## src/rtl/ttc_pkg.sv

```systemverilog
// rtl/ttc_pkg.sv - shared TTC constants, L1A mode and resync FSM encodings
package ttc_pkg;

  localparam int MXBXN     = 12;
  localparam int LHC_CYCLE = 3564;
  localparam int MXCNT     = 32;

  localparam logic [MXBXN-1:0] BXN_LAST = MXBXN'(LHC_CYCLE - 1);

  typedef enum logic [1:0] {
    L1A_OFF      = 2'd0,
    L1A_SINGLE   = 2'd1,
    L1A_PERIODIC = 2'd2,
    L1A_RSVD     = 2'd3
  } l1a_mode_e;

  typedef enum logic [1:0] {
    RS_IDLE = 2'd0,
    RS_PEND = 2'd1,
    RS_FIRE = 2'd2,
    RS_HOLD = 2'd3
  } resync_state_e;

  function automatic logic [MXCNT-1:0] sat_inc(input logic [MXCNT-1:0] v);
    return (&v) ? v : v + 1'b1;
  endfunction

endpackage

```

## src/rtl/ttc_l1a_gen.sv

```systemverilog
// rtl/ttc_l1a_gen.sv - L1A candidate generation, min-gap/holdoff blocking, sent/dropped/done counters
module ttc_l1a_gen
  import ttc_pkg::*;
#(
  parameter int MXINT       = 16,
  parameter int L1A_MIN_GAP = 3
) (
  input  logic             clock,
  input  logic             reset,
  input  logic             enable_i,
  input  logic [1:0]       l1a_mode_i,
  input  logic             l1a_req_i,
  input  logic [MXINT-1:0] l1a_interval_i,
  input  logic [MXCNT-1:0] l1a_ntrig_i,
  input  logic             block_i,
  input  logic             clear_i,
  output logic             l1a_o,
  output logic [MXCNT-1:0] sent_o,
  output logic [MXCNT-1:0] dropped_o,
  output logic             done_o
);

  localparam int GW = $clog2(L1A_MIN_GAP + 1);

  logic [1:0]       mode_q;
  logic [MXINT-1:0] icnt_q, icnt_d, icnt_last;
  logic [GW-1:0]    gap_q, gap_d;
  logic [MXCNT-1:0] sent_q, sent_d, drop_q, drop_d;
  logic             done_q, done_d, l1a_q, l1a_d;
  logic             mode_chg, periodic, reached, icnt_tc, cand, blocked;

  always_comb begin
    mode_chg  = (l1a_mode_i != mode_q);
    periodic  = (mode_q == L1A_PERIODIC);
    reached   = (l1a_ntrig_i != '0) && (sent_q >= l1a_ntrig_i);
    icnt_last = (l1a_interval_i == '0) ? '0 : l1a_interval_i - 1'b1;
    icnt_tc   = (icnt_q >= icnt_last);
    // Candidates are suppressed on a mode-change cycle so the cleared sent count stays consistent
    cand      = enable_i && !mode_chg &&
                (((mode_q == L1A_SINGLE) && l1a_req_i) || (periodic && icnt_tc && !reached));
    blocked   = (gap_q != '0) || block_i;
    l1a_d     = cand && !blocked;
    gap_d     = l1a_d ? GW'(L1A_MIN_GAP - 1) : ((gap_q != '0) ? gap_q - 1'b1 : gap_q);
    icnt_d    = (periodic && !reached) ? (icnt_tc ? '0 : icnt_q + 1'b1) : '0;
    sent_d    = l1a_d ? sat_inc(sent_q) : sent_q;
    drop_d    = (cand && blocked) ? sat_inc(drop_q) : drop_q;
    done_d    = done_q || (periodic && reached);
    if (!enable_i) begin
      icnt_d = '0;
      done_d = 1'b0;
    end
    if (clear_i) begin
      icnt_d = '0;
      sent_d = '0;
      drop_d = '0;
      done_d = 1'b0;
    end
    if (mode_chg) begin
      icnt_d = '0;
      sent_d = '0;
      done_d = 1'b0;
    end
  end

  always_ff @(posedge clock) begin
    if (reset) begin
      mode_q <= '0;
      icnt_q <= '0;
      gap_q  <= '0;
      sent_q <= '0;
      drop_q <= '0;
      done_q <= 1'b0;
      l1a_q  <= 1'b0;
    end else begin
      mode_q <= l1a_mode_i;
      icnt_q <= icnt_d;
      gap_q  <= gap_d;
      sent_q <= sent_d;
      drop_q <= drop_d;
      done_q <= done_d;
      l1a_q  <= l1a_d;
    end
  end

  assign l1a_o     = l1a_q;
  assign sent_o    = sent_q;
  assign dropped_o = drop_q;
  assign done_o    = done_q;

endmodule

```

## src/rtl/ttc_generator.sv

```systemverilog
// rtl/ttc_generator.sv - local TTC source: bunch counter, bx0, resync FSM and L1A generator
module ttc_generator
  import ttc_pkg::*;
#(
  parameter int MXINT          = 16,
  parameter int L1A_MIN_GAP    = 3,
  parameter int RESYNC_HOLDOFF = 16
) (
  input  logic             clock,
  input  logic             reset,
  input  logic             enable,
  input  logic [MXBXN-1:0] bx0_bxn,
  input  logic             resync_req,
  input  logic [1:0]       l1a_mode,
  input  logic             l1a_req,
  input  logic [MXINT-1:0] l1a_interval,
  input  logic [MXCNT-1:0] l1a_ntrig,
  output logic             ttc_bx0,
  output logic             ttc_resync,
  output logic             ttc_l1a,
  output logic [MXBXN-1:0] gen_bxn,
  output logic [MXCNT-1:0] orbit_count,
  output logic [MXCNT-1:0] l1a_sent,
  output logic [MXCNT-1:0] l1a_dropped,
  output logic             resync_pending,
  output logic             l1a_done
);

  localparam int HW = $clog2(RESYNC_HOLDOFF + 1);

  resync_state_e    state_q, state_d;
  logic [MXBXN-1:0] bxn_q, bxn_d, lim_q, lim_d, lim_prev;
  logic [MXCNT-1:0] orbit_q, orbit_d;
  logic [HW-1:0]    hold_q, hold_d;
  logic             rearm_q, rearm_d, bx0_q, bx0_d, resync_q, resync_d, wrap;

  // Strobes are registered from next-state values so they line up with gen_bxn
  always_comb begin
    lim_d    = (bx0_bxn >= BXN_LAST) ? BXN_LAST : bx0_bxn;
    lim_prev = (lim_q == '0) ? BXN_LAST : lim_q - 1'b1;
    wrap     = enable && (bxn_q >= BXN_LAST);
    bxn_d    = (!enable || wrap) ? '0 : bxn_q + 1'b1;
    orbit_d  = wrap ? sat_inc(orbit_q) : orbit_q;
    state_d  = state_q;
    hold_d   = hold_q;
    rearm_d  = rearm_q;
    case (state_q)
      RS_IDLE: if (resync_req) state_d = RS_PEND;
      RS_PEND: if (bxn_d == lim_prev) state_d = RS_FIRE;
      RS_FIRE: begin
        state_d = RS_HOLD;
        hold_d  = '0;
        orbit_d = '0;
      end
      RS_HOLD: begin
        if (resync_req) rearm_d = 1'b1;
        if (hold_q == HW'(RESYNC_HOLDOFF - 1)) begin
          state_d = (rearm_q || resync_req) ? RS_PEND : RS_IDLE;
          rearm_d = 1'b0;
        end else begin
          hold_d = hold_q + 1'b1;
        end
      end
      default: state_d = RS_IDLE;
    endcase
    if (!enable) begin
      state_d = RS_IDLE;
      hold_d  = '0;
      rearm_d = 1'b0;
    end
    resync_d = (state_d == RS_FIRE);
    bx0_d    = enable && (bxn_d == lim_q) && !resync_d;
  end

  always_ff @(posedge clock) begin
    if (reset) begin
      state_q  <= RS_IDLE;
      bxn_q    <= '0;
      lim_q    <= '0;
      orbit_q  <= '0;
      hold_q   <= '0;
      rearm_q  <= 1'b0;
      bx0_q    <= 1'b0;
      resync_q <= 1'b0;
    end else begin
      state_q  <= state_d;
      bxn_q    <= bxn_d;
      lim_q    <= lim_d;
      orbit_q  <= orbit_d;
      hold_q   <= hold_d;
      rearm_q  <= rearm_d;
      bx0_q    <= bx0_d;
      resync_q <= resync_d;
    end
  end

  ttc_l1a_gen #(
    .MXINT       (MXINT),
    .L1A_MIN_GAP (L1A_MIN_GAP)
  ) u_l1a_gen (
    .clock          (clock),
    .reset          (reset),
    .enable_i       (enable),
    .l1a_mode_i     (l1a_mode),
    .l1a_req_i      (l1a_req),
    .l1a_interval_i (l1a_interval),
    .l1a_ntrig_i    (l1a_ntrig),
    .block_i        ((state_q == RS_FIRE) || (state_q == RS_HOLD) || resync_q),
    .clear_i        (state_q == RS_FIRE),
    .l1a_o          (ttc_l1a),
    .sent_o         (l1a_sent),
    .dropped_o      (l1a_dropped),
    .done_o         (l1a_done)
  );

  assign ttc_bx0        = bx0_q;
  assign ttc_resync     = resync_q;
  assign gen_bxn        = bxn_q;
  assign orbit_count    = orbit_q;
  assign resync_pending = (state_q == RS_PEND) || rearm_q;

endmodule

```

## config.mk

```make
export PLATFORM = sky130hd
export DESIGN_NAME = ttc_generator
export DESIGN_NICKNAME = d
export VERILOG_FILES = /design/src/rtl/ttc_pkg.sv /design/src/rtl/ttc_l1a_gen.sv /design/src/rtl/ttc_generator.sv
export SDC_FILE = /design/constraint.sdc
export NUM_CORES = 1
export LEC_CHECK = 0
export CAP_MARGIN = 10
export CORE_MARGIN = 2
export CORE_UTILIZATION = 35
export CTS_CLUSTER_SIZE = 24
export DETAILED_ROUTE_END_ITERATION = 8
export PLACE_DENSITY = 0.63
export SETUP_SLACK_MARGIN = 0.05
export SYNTH_ARGS = -nofsm -noshare
export SYNTH_HDL_FRONTEND = slang
export SYNTH_HIERARCHICAL = 1
export SYNTH_SLANG_ARGS = --single-unit
```

## constraint.sdc

```tcl
create_clock -name clock -period 14.1 [get_ports clock]
set_input_delay 2.82 -clock clock [delete_from_list [all_inputs] [get_ports clock]]
set_output_delay 2.82 -clock clock [all_outputs]
set_load 0.005 [all_outputs]
```

==> results.md <==
* Die Wd at 168 µm
* Mapped cell area at roughly 9400 µm²
* Core area at 26200 µm²
* Top FF cell, synth: dfxtp_1
* Max cap viols at 0
* Period utilization at a little under three fifths
* R2R setup slack at 10560 ps
* Overall power at 1.00 mW
* Clk sinks at 152
* Leak pwr at 4.31 nW
* Setup Viol. Count Final at 0
* Largest cells by area after synthesis: dfxtp_1 32%, ha_1 7.7%, a21oi_1 5.0%, xor2_1 4.8%, nor2_1 4.7%
* First drt pass iteration count at 7
* WL final at about 26 mm
* Area share of the largest cell type after synthesis at 32.4%
* Avg WL per Cell at 15.6 µm
* Layout cells sized above 1 at between 4 and 5%
* Worst R2R End: u_l1a_gen/sent_o[15]
* CTS tree: yes
* Initial Utilization at 35.9%
* Initial antenna violation count at 1
* Top cells by count, synth: 152 x dfxtp_1, 118 x nor2_1, 94 x a21oi_1
* Sequential fraction of the synthesis area at about a third
* Crit-path max FO at 53
* Crit path to: u_l1a_gen/sent_o[26]
* Number of global-route vias before repair at between 8000 and 9000
* Outcome: completed
* Num CTS Buffers at 17
* Setup Buffers After CTS at 0
* Minimum clock period at 7790 ps
* Most frequent cell after synthesis: dfxtp_1
* Synth async-reset ratio at 0%
* Mapped Nets at 1308
* Final Net Count at 1463
* Largest net degree at the start of global routing at 54
* Clk_skew at ~14 ps
* Worst Setup SP: l1a_interval[7]
* H-tree depth at 4
* PD cells at 83.1 nW/µm²
* Hold slack at 467 ps
* GRT overflow at 0
* Cell taking the most area after synthesis: dfxtp_1
* Worst-Margin Slew at about 1200 ps
* First-pass GRT wire length at 43.5 mm
* FMAX at about 130 MHz
* Design Area, Final at about 12000 µm²
* RSZ-0062 raised after global routing: no
* FF-to-FF Start: u_l1a_gen/sent_o[2]
* Req. time, crit path at around 14000 ps
* Area Growth Syn to Fin at 28.1%
* Die height at 168 µm
* Worst min path class: reg -> reg
* Post-route ant nets at 0
* Flops & latches, synth at 152
* Detail Placement HPWL at 19.5 mm
* Vias per inst at between 5 and 6
* Worst R2R Path Depth at 9
* Crit Path Category: in -> reg
* RePlAce Congestion at between 0.9 and 1
* Slew headroom at ~22%
* Via count at 9213
* Total track usage at 18.6%
* Clock Pin Slew Worst Setup and Hold Paths at 70 ps
* Synthesized instance count at about 1200
* Root Driver: clkbuf_16
* Max VDD drop at between 0.05 and 0.06 mV
* Hold_buf cts at 0
* Worst EP arrival at between 8000 and 9000 ps
* Ys Warns at 6
* Worst Setup End Kind: flip-flop
* Unique masters post-synth at 76
* Post-CTS Resized at 0
* DR DRC count at 0
* Post-Place Cell Area at approximately 11000 µm²
* Post-synth EDFFs at 0
* Std-Cell Rows at 59
* DR iter-0 viols at 494
* Port Buf Inserts at about 180
* Clk Latency, worst-skew pair at around 430 ps
* # IOs at 180
* Worst setup SP type: input port
* Setup_tns at 0 ps
* Avg Cell Area, Syn at 7.94 µm²
* Final hold vios at 0
* Clock Tree Buf Depth at 2
* Die area at between 20000 and 30000 µm²
* Slew Viols, Final at 0
[how the worst min path moves through the flow]
stage                     cells past startpoint  slack [ps]                  to                from
after global routing                          1         500  u_l1a_gen/gap_q[0]  u_l1a_gen/gap_q[0]
final                                         1         470  u_l1a_gen/gap_q[0]  u_l1a_gen/gap_q[0]
after CTS                                     1         470  u_l1a_gen/gap_q[0]  u_l1a_gen/gap_q[0]
after floorplan                               1         430  u_l1a_gen/gap_q[0]  u_l1a_gen/gap_q[0]
after global placement                        1         450  u_l1a_gen/gap_q[0]  u_l1a_gen/gap_q[0]
after detailed placement                      1         460  u_l1a_gen/gap_q[0]  u_l1a_gen/gap_q[0]
[state kept, by name, indices dropped and copies added (netlist names)]
name,flops
rearm_q,1
state_q,2
u_l1a_gen/sent_o,32
orbit_count,32
ttc_resync,1
hold_q,5
lim_q,12
u_l1a_gen/mode_q,2
ttc_bx0,1
u_l1a_gen/l1a_o,1
u_l1a_gen/dropped_o,32
gen_bxn,12
u_l1a_gen/gap_q,2
u_l1a_gen/done_o,1
u_l1a_gen/icnt_q,16
[where the power goes]
part           switching (mW)  internal, mW
clock                   0.203         0.277
combinational          0.0436        0.0394
sequential            0.00551         0.432
[cell usage in the layout (no fill, tap or decap), types with 10 or more instances in the layout]
cell type,n
clkdlybuf4s50_1,179
dfxtp_1,152
nor2_1,118
a21oi_1,94
nand2_1,92
nand3_1,67
inv_1,65
ha_1,58
xor2_1,51
o21ai_0,47
nand4_1,41
xnor2_1,37
or4_1,36
or3_1,35
o31ai_1,32
nor3_1,29
and3_1,24
nor4_1,21
clkbuf_16,17
nor2b_1,13
and4_1,11
nand2b_1,10
[layer usage]
layer / up-vias / track usage [%] / routed length [µm]
met2: 225 / 30.8 / 12300
met5: - / 0 / 0
li1: 4627 / - / -
met1: 4347 / 25.1 / 12600
met3: 14 / 3.86 / 1220
met4: 0 / 3.93 / 236
[final cells by class]
type	count	area [µm²]
clock buffers	19	453
clock inverters	13	160
diodes	1	2.50
inverters	65	244
fillers	2566	14200
multi-input cells	919	5900
flip-flops and latches	152	3040
well taps	335	419
repair buffers	183	1820
[metrics by stage]
step	cells	setup WS, ps	util (%)
CTS	1686	6360	45.9
detailed placement	1654	5940	43.6
floorplan	1183	7270	-
finish	1687	6310	46.0
global placement	1654	6090	43.6
global route	1686	5860	45.9
[logic make-up (layout without fill, tap and decap cells)]
kind of cell             after synthesis  in the layout  synth area share (%)
adder cells (fa/ha/maj)               58             58                  7.72
other                                  0              1                     0
buffers and inverters                112            280                  4.85
XOR/XNOR                              88             88                  8.20
AND/OR/NAND/NOR                      534            534                  30.1
AO/OA/AOI/OAI                        234            234                  16.2
multiplexers                           5              5                 0.559
flip-flops                           152            152                  32.4
[critical path, stage by stage]
cell and delay (ps):
clkdlybuf4s50_1 450, or3_1 450, or4_1 460, or3_1 380, nor2_1 110, nand4b_1 460
and2_1 390, ha_1 270, nand2b_1 140, a211oi_1 260, o21ai_0 140, a41o_1 290
and2_1 220, a21oi_4 880, o31ai_1 230, a21oi_1 170
(Power assumes the default switching activity.)
